`src/rtl/uv_pred_gen_pkg.sv`:
```
// uv_pred_gen_pkg: shared chroma-prediction definitions.
// Holds the mode encodings, the fill values used when neighbours are missing,
// the FSM state type, the byte layout used by the reconstruct stage, and the DC rule.
package uv_pred_gen_pkg;

  typedef enum logic [1:0] {
    UV_MODE_DC = 2'd0,
    UV_MODE_TM = 2'd1,
    UV_MODE_VE = 2'd2,
    UV_MODE_HE = 2'd3
  } uv_mode_e;

  typedef enum logic [1:0] {
    ST_IDLE,
    ST_SUM,
    ST_GEN,
    ST_FIN
  } uv_state_e;

  localparam logic [7:0] UV_FILL_VE = 8'd127;
  localparam logic [7:0] UV_FILL_DC = 8'd128;
  localparam logic [7:0] UV_FILL_HE = 8'd129;

  // Byte index into UVPred: row*16 + col, col 0..7 = U, col 8..15 = V.
  function automatic logic [6:0] uv_byte_idx(input logic [2:0] row, input logic [3:0] col);
    return {row, col};
  endfunction

  // DC value for one plane from the 11-bit top/left sums and availability.
  function automatic logic [7:0] uv_dc(input logic       top_avail,
                                       input logic       left_avail,
                                       input logic [10:0] sum_t,
                                       input logic [10:0] sum_l);
    logic [11:0] s;
    logic [7:0]  r;
    s = '0;
    r = UV_FILL_DC;
    if (top_avail && left_avail) begin
      s = {1'b0, sum_t} + {1'b0, sum_l} + 12'd8;
      r = s[11:4];
    end else if (top_avail) begin
      s = {1'b0, sum_t} + 12'd4;
      r = s[10:3];
    end else if (left_avail) begin
      s = {1'b0, sum_l} + 12'd4;
      r = s[10:3];
    end
    return r;
  endfunction

endpackage

```
`src/rtl/uv_pred_gen_row.sv`:
```
// uv_pred_row: combinational row builder for one chroma plane.
// Produces the 8 bytes of the current row from mode, availability, DC value,
// top row, the current row's left sample and the corner sample.
// Optional feature macro: UV_PRED_TM_EN (TrueMotion datapath).
module uv_pred_row
  import uv_pred_gen_pkg::*;
#(
  parameter int unsigned BLOCK_W = 8
) (
  input  uv_mode_e    mode_i,
  input  logic        top_avail_i,
  input  logic        left_avail_i,
  input  logic [7:0]  dc_i,
  input  logic [63:0] top_i,
  input  logic [7:0]  left_i,
  input  logic [7:0]  top_left_i,
  output logic [63:0] row_o
);

`ifdef UV_PRED_TM_EN
  logic signed [9:0] tm;
`else
  logic unused_top_left;
  assign unused_top_left = ^top_left_i;
`endif

  // Per-pixel selection of the prediction for the current row.
  always_comb begin
    row_o = '0;
`ifdef UV_PRED_TM_EN
    tm    = '0;
`endif
    for (int unsigned c = 0; c < BLOCK_W; c++) begin
      unique case (mode_i)
        UV_MODE_VE: row_o[c*8 +: 8] = top_avail_i ? top_i[c*8 +: 8] : UV_FILL_VE;
        UV_MODE_HE: row_o[c*8 +: 8] = left_avail_i ? left_i : UV_FILL_HE;
`ifdef UV_PRED_TM_EN
        UV_MODE_TM: begin
          // Degenerate cases collapse onto HE / VE / 129 when a neighbour is missing.
          if (top_avail_i && left_avail_i) begin
            tm = $signed({2'b00, top_i[c*8 +: 8]}) + $signed({2'b00, left_i})
               - $signed({2'b00, top_left_i});
            if (tm < 0)
              row_o[c*8 +: 8] = 8'd0;
            else if (tm > 10'sd255)
              row_o[c*8 +: 8] = 8'd255;
            else
              row_o[c*8 +: 8] = tm[7:0];
          end else if (left_avail_i) begin
            row_o[c*8 +: 8] = left_i;
          end else if (top_avail_i) begin
            row_o[c*8 +: 8] = top_i[c*8 +: 8];
          end else begin
            row_o[c*8 +: 8] = UV_FILL_HE;
          end
        end
`endif
        default: row_o[c*8 +: 8] = dc_i;
      endcase
    end
  end

endmodule

```
`src/rtl/uv_pred_gen.sv`:
```
// uv_pred_gen: chroma 8x8 U/V intra predictor (DC, TM, VE, HE) for one macroblock.
// Flow: IDLE -> SUM (DC sums, 1 cycle) -> GEN (8 rows) -> FIN (done) -> IDLE.
// Optional feature macro: UV_PRED_TM_EN; when undefined, mode 1 behaves as DC.
module uv_pred_gen
  import uv_pred_gen_pkg::*;
#(
  parameter int unsigned BLOCK_W = 8
) (
  input  logic          clk,
  input  logic          rst,
  input  logic          start,
  input  logic [1:0]    mode,
  input  logic [9:0]    x,
  input  logic [9:0]    y,
  input  logic [63:0]   top_u,
  input  logic [63:0]   top_v,
  input  logic [63:0]   left_u,
  input  logic [63:0]   left_v,
  input  logic [7:0]    top_left_u,
  input  logic [7:0]    top_left_v,
  output logic [1023:0] UVPred,
  output logic          busy,
  output logic          done
);

  uv_state_e     state_q;
  logic [2:0]    row_q;
  logic          busy_q;
  logic          done_q;
  logic [1023:0] pred_q;

  uv_mode_e      mode_q;
  logic          top_avail_q;
  logic          left_avail_q;
  logic [63:0]   top_u_q;
  logic [63:0]   top_v_q;
  logic [63:0]   left_u_q;
  logic [63:0]   left_v_q;
  logic [7:0]    tl_u_q;
  logic [7:0]    tl_v_q;
  logic [7:0]    dc_u_q;
  logic [7:0]    dc_v_q;

  logic [10:0]   sum_tu_d;
  logic [10:0]   sum_tv_d;
  logic [10:0]   sum_lu_d;
  logic [10:0]   sum_lv_d;
  logic [63:0]   row_u;
  logic [63:0]   row_v;

  assign UVPred = pred_q;
  assign busy   = busy_q;
  assign done   = done_q;

  // Neighbour sums over the captured top row and left column of each plane.
  always_comb begin
    sum_tu_d = '0;
    sum_tv_d = '0;
    sum_lu_d = '0;
    sum_lv_d = '0;
    for (int unsigned k = 0; k < BLOCK_W; k++) begin
      sum_tu_d = sum_tu_d + {3'b000, top_u_q[k*8 +: 8]};
      sum_tv_d = sum_tv_d + {3'b000, top_v_q[k*8 +: 8]};
      sum_lu_d = sum_lu_d + {3'b000, left_u_q[k*8 +: 8]};
      sum_lv_d = sum_lv_d + {3'b000, left_v_q[k*8 +: 8]};
    end
  end

  uv_pred_row #(.BLOCK_W(BLOCK_W)) u_row_u (
    .mode_i       (mode_q),
    .top_avail_i  (top_avail_q),
    .left_avail_i (left_avail_q),
    .dc_i         (dc_u_q),
    .top_i        (top_u_q),
    .left_i       (left_u_q[row_q*8 +: 8]),
    .top_left_i   (tl_u_q),
    .row_o        (row_u)
  );

  uv_pred_row #(.BLOCK_W(BLOCK_W)) u_row_v (
    .mode_i       (mode_q),
    .top_avail_i  (top_avail_q),
    .left_avail_i (left_avail_q),
    .dc_i         (dc_v_q),
    .top_i        (top_v_q),
    .left_i       (left_v_q[row_q*8 +: 8]),
    .top_left_i   (tl_v_q),
    .row_o        (row_v)
  );

  // Control FSM, input capture, DC registers and row-by-row output writes.
  always_ff @(posedge clk) begin
    if (rst) begin
      state_q      <= ST_IDLE;
      row_q        <= '0;
      busy_q       <= 1'b0;
      done_q       <= 1'b0;
      pred_q       <= '0;
      mode_q       <= UV_MODE_DC;
      top_avail_q  <= 1'b0;
      left_avail_q <= 1'b0;
      top_u_q      <= '0;
      top_v_q      <= '0;
      left_u_q     <= '0;
      left_v_q     <= '0;
      tl_u_q       <= '0;
      tl_v_q       <= '0;
      dc_u_q       <= '0;
      dc_v_q       <= '0;
    end else begin
      unique case (state_q)
        ST_IDLE: begin
          if (start) begin
            mode_q       <= uv_mode_e'(mode);
            top_avail_q  <= |y;
            left_avail_q <= |x;
            top_u_q      <= top_u;
            top_v_q      <= top_v;
            left_u_q     <= left_u;
            left_v_q     <= left_v;
            tl_u_q       <= top_left_u;
            tl_v_q       <= top_left_v;
            busy_q       <= 1'b1;
            state_q      <= ST_SUM;
          end
        end
        ST_SUM: begin
          dc_u_q  <= uv_dc(top_avail_q, left_avail_q, sum_tu_d, sum_lu_d);
          dc_v_q  <= uv_dc(top_avail_q, left_avail_q, sum_tv_d, sum_lv_d);
          row_q   <= '0;
          state_q <= ST_GEN;
        end
        ST_GEN: begin
          for (int unsigned c = 0; c < BLOCK_W; c++) begin
            pred_q[{uv_byte_idx(row_q, 4'(c)), 3'b000} +: 8]     <= row_u[c*8 +: 8];
            pred_q[{uv_byte_idx(row_q, 4'(c + 8)), 3'b000} +: 8] <= row_v[c*8 +: 8];
          end
          if (row_q == 3'(BLOCK_W - 1)) begin
            row_q   <= '0;
            done_q  <= 1'b1;
            state_q <= ST_FIN;
          end else begin
            row_q <= row_q + 3'd1;
          end
        end
        ST_FIN: begin
          done_q  <= 1'b0;
          busy_q  <= 1'b0;
          state_q <= ST_IDLE;
        end
        default: state_q <= ST_IDLE;
      endcase
    end
  end

endmodule

```
`config.mk`:
```
export PLATFORM = sky130hd
export DESIGN_NAME = uv_pred_gen
export DESIGN_NICKNAME = d
export VERILOG_FILES = /design/src/rtl/uv_pred_gen_pkg.sv /design/src/rtl/uv_pred_gen_row.sv /design/src/rtl/uv_pred_gen.sv
export SDC_FILE = /design/constraint.sdc
export NUM_CORES = 2
export LEC_CHECK = 0
export ABC_AREA = 1
export CAP_MARGIN = 30
export CORE_AREA = 2 2 519 521
export DETAILED_ROUTE_END_ITERATION = 7
export DIE_AREA = 0 0 521 523
export GPL_TIMING_DRIVEN = 0
export PLACE_DENSITY_LB_ADDON = 0.12
export SLEW_MARGIN = 20
export SYNTH_ARGS = -nofsm -noshare
export SYNTH_HDL_FRONTEND = slang
export SYNTH_SLANG_ARGS = --single-unit
```
`constraint.sdc`:
```
create_clock -name clk -period 7.2 [get_ports clk]
set_input_delay 0.72 -clock clk [delete_from_list [all_inputs] [get_ports clk]]
set_output_delay 0.72 -clock clk [all_outputs]
set_load 0.01 [all_outputs]
```
==> metrics <==
status finished, final reports clean; P&R area growth vs syn 40.4%; Fin Setup TNS 0 ns; Yosys cell types 54; DR WL/cell 33.6 um; CP peak stage delay approximately 0.54 ns; post-route insts no fill about 13000; die area roughly 270000 um2; Std-Cell Rows between 150 and 200; number of setup violations in the final report 0; adder and majority gate portion of the synthesized area 0.0848; ys flop type dfxtp_1; CP Launch Type flop; most frequent cells after synthesis 1307 x dfxtp_1, 1076 x a21oi_1, 954 x o21ai_0; Multi-input gate area 28100 um2; Synth top area share 0.445; post-route ant nets 0; Synth Area per Inst approximately 8 um2; Post-DP HPWL around 350 mm; CTS buffer count 164; mux cell area share after synthesis 0; first-pass GRT wire length around 550 mm; Synth Net Count around 8000; CTS root buffer clkbuf_16; clock buffer depth 3; num ports about 1300; Routed WL around 420 mm; slowest CP cell fa_1; CP max FO 6; clk slew on worst S/H paths around 0.06 ns; die height ~520 um; GPL Wtd Cong approximately 0.93; most frequent CP cell nand2_1; Slew Limit Headroom 0.281; synthesized cell area around 59000 um2; number of synthesized flops with an enable pin 0; Hold Crit Class flop to flop; Synth async-reset ratio 0; DRT Pass-1 Iters 6; Setup crit end kind flop; largest net degree at the start of global routing 17; Placement Cell Area between 70000 and 80000 um2; fillers 28800; CTS tree built; grt total ovfl 0; Nets between 9000 and 10000; Synth Area in Compound Gates 0.209; # port buffers approximately 1300; Inst Count DP 12300; Initial Util 0.220; Overall Power a little under 50000 uW; sw frac 0.524; Max Slew Vio Count 0; Max VDD drop 1.40 mV; Syn Inst Count 7448; drc violations 0; via count ~63000; drt first-iter violations 5726; Logic pwr share 0.653; Max Fclk 173 MHz; Seq. cell area approximately 26000 um2; initial antenna violation count 60; routed vias/inst ~5; Post-Synth XOR/XNOR Area 0.00164; Worst Path Arrival 6.52 ns; Seq/Total Area, Yosys 0.445; count leader, synth dfxtp_1; top post-synthesis cells by area dfxtp_1 44%, a21oi_1 9.2%, o21ai_0 8.1%; CTS H-tree lvls 4; post-CTS resize count 0; Switch Pwr 25900 uW; Clock Power Share 0.177; share of cells above drive strength 1 0.0691; clk_skew between 0.06 and 0.07 ns; power density over the cells approximately 600 nW/um2; number of global-route vias before repair slightly above 60000; cts hold-fix bufs 0; Finished Cell Area about 83000 um2; RSZ-0062 raised after global routing no; Post-CTS Setup Bufs 0; CORE AREA 267000 um2; dominant cell type by area after synthesis dfxtp_1; P_leak ~0.030 uW; Crit Path Class flop to flop; Final Hold Fails 0; worst-margin pin slew between 1 and 1.5 ns; Sequential Power Share 0.170; worst-skew pair later-pin latency approximately 0.84 ns; Tcrit/Tclk final 0.804; Max Cap Violations 0; yosys warns 0; simple logic cell fraction of the synthesized area 0.183; Hold Slack between 0.4 and 0.5 ns; CTS sink cnt 1307; Yosys reg bits approximately 1300; total track usage 0.300; Tmin final 5.79 ns; main combinational cell family by area after synthesis compound AO/OA/AOI/OAI gates; Die X ~520 um; P_int approximately 24000 uW; CP required 7.93 ns
==> kinds of logic after synthesis <==
| kind of cell | Yosys count |
|---|---|
| adder cells (fa/ha/maj) | 286 |
| buffers and inverters | 1126 |
| AO/OA/AOI/OAI | 2318 |
| AND/OR/NAND/NOR | 2400 |
| XOR/XNOR | 11 |
| flip-flops | 1307 |
==> registers in the layout (all words and copies together) (netlist names) <==
name and count:
top_u_q 64, row_q 3, busy 1, left_v_q 64
left_avail_q 1, dc_v_q 8, mode_q 2, UVPred 1024
left_u_q 64, done 1, dc_u_q 8, top_v_q 64
top_avail_q 1, state_q 2
==> worst max-delay path, delay by kind of cell (launching register included) <==
family	cells	cell delay, ns
flops	1	0.36
fa+ha+maj	8	3.47
simple gates	12	1.06
buf+inv	4	0.30
compound gates	3	0.52
==> power by group through the flow <==
stage               clock network, uW  logic, uW  registers, uW
finish                           8770      32300           8380
global route                     9180      35900           8430
CTS                              8910      32200           8370
detailed placement                  0      31900           8530
global placement                    0      32100           8520
floorplan                           0      21400           8370
==> per-stage QoR <==
stage / setup WS (ns) / util
after detailed placement: 1.46 / 0.288
after global placement: 0.892 / 0.286
after global routing: 0.912 / 0.309
after CTS: 1.42 / 0.309
after floorplan: 2.19 / -
final: 1.41 / 0.309
==> layer usage <==
layer	global-route usage	vias up	routed length, um
met5	0	-	207
met4	0.140	32	23000
met3	0.0804	630	34100
met2	0.503	3027	199000
met1	0.355	31300	168000
li1	-	28200	-
==> cells in the final DEF, fill, tap and decap left out, drive strengths merged, types with 3 or more instances in the layout <==
cell type      instances
a31oi                  5
nor4                   6
xnor2                  3
o21ai                999
o21bai                 5
buf                  250
o22ai                  3
nor3                  15
clkbuf               642
clkinv                46
fa                   188
clkinvlp               7
dfxtp               1307
nand2                837
nand3                234
nand3b                 7
nor2                 905
o21a                 182
diode                 17
nand4                375
o31ai                  3
clkdlybuf4s50       1305
xor2                   8
bufinv                14
and2                   3
a21oi               1085
or2                   18
o211ai                27
inv                  498
ha                    98
==> cell type report <==
type | count | area share
Tap cell | 3552 | 0.0538
Inverter | 498 | 0.0227
Timing Repair Buffer | 1338 | 0.164
Antenna cell | 17 | 0.000515
Sequential cell | 1307 | 0.317
Clock buffer | 231 | 0.0569
Clock inverter | 67 | 0.0115
Multi-Input combinational cell | 5015 | 0.341
Buffer | 628 | 0.0331
==> path summary, 6_finish.rpt <==
| check | depth (start not counted) | slack, ns | startpoint | to |
|---|---|---|---|---|
| min | 2 | 0.46 | dc_v_q[0] | dc_v_q[0] |
| min reg2reg | 2 | 0.46 | dc_v_q[0] | dc_v_q[0] |
| max | 27 | 1.41 | top_v_q[2] | dc_v_q[7] |
| max reg2reg | 27 | 1.41 | top_v_q[2] | dc_v_q[7] |
(Power assumes the default switching activity.)
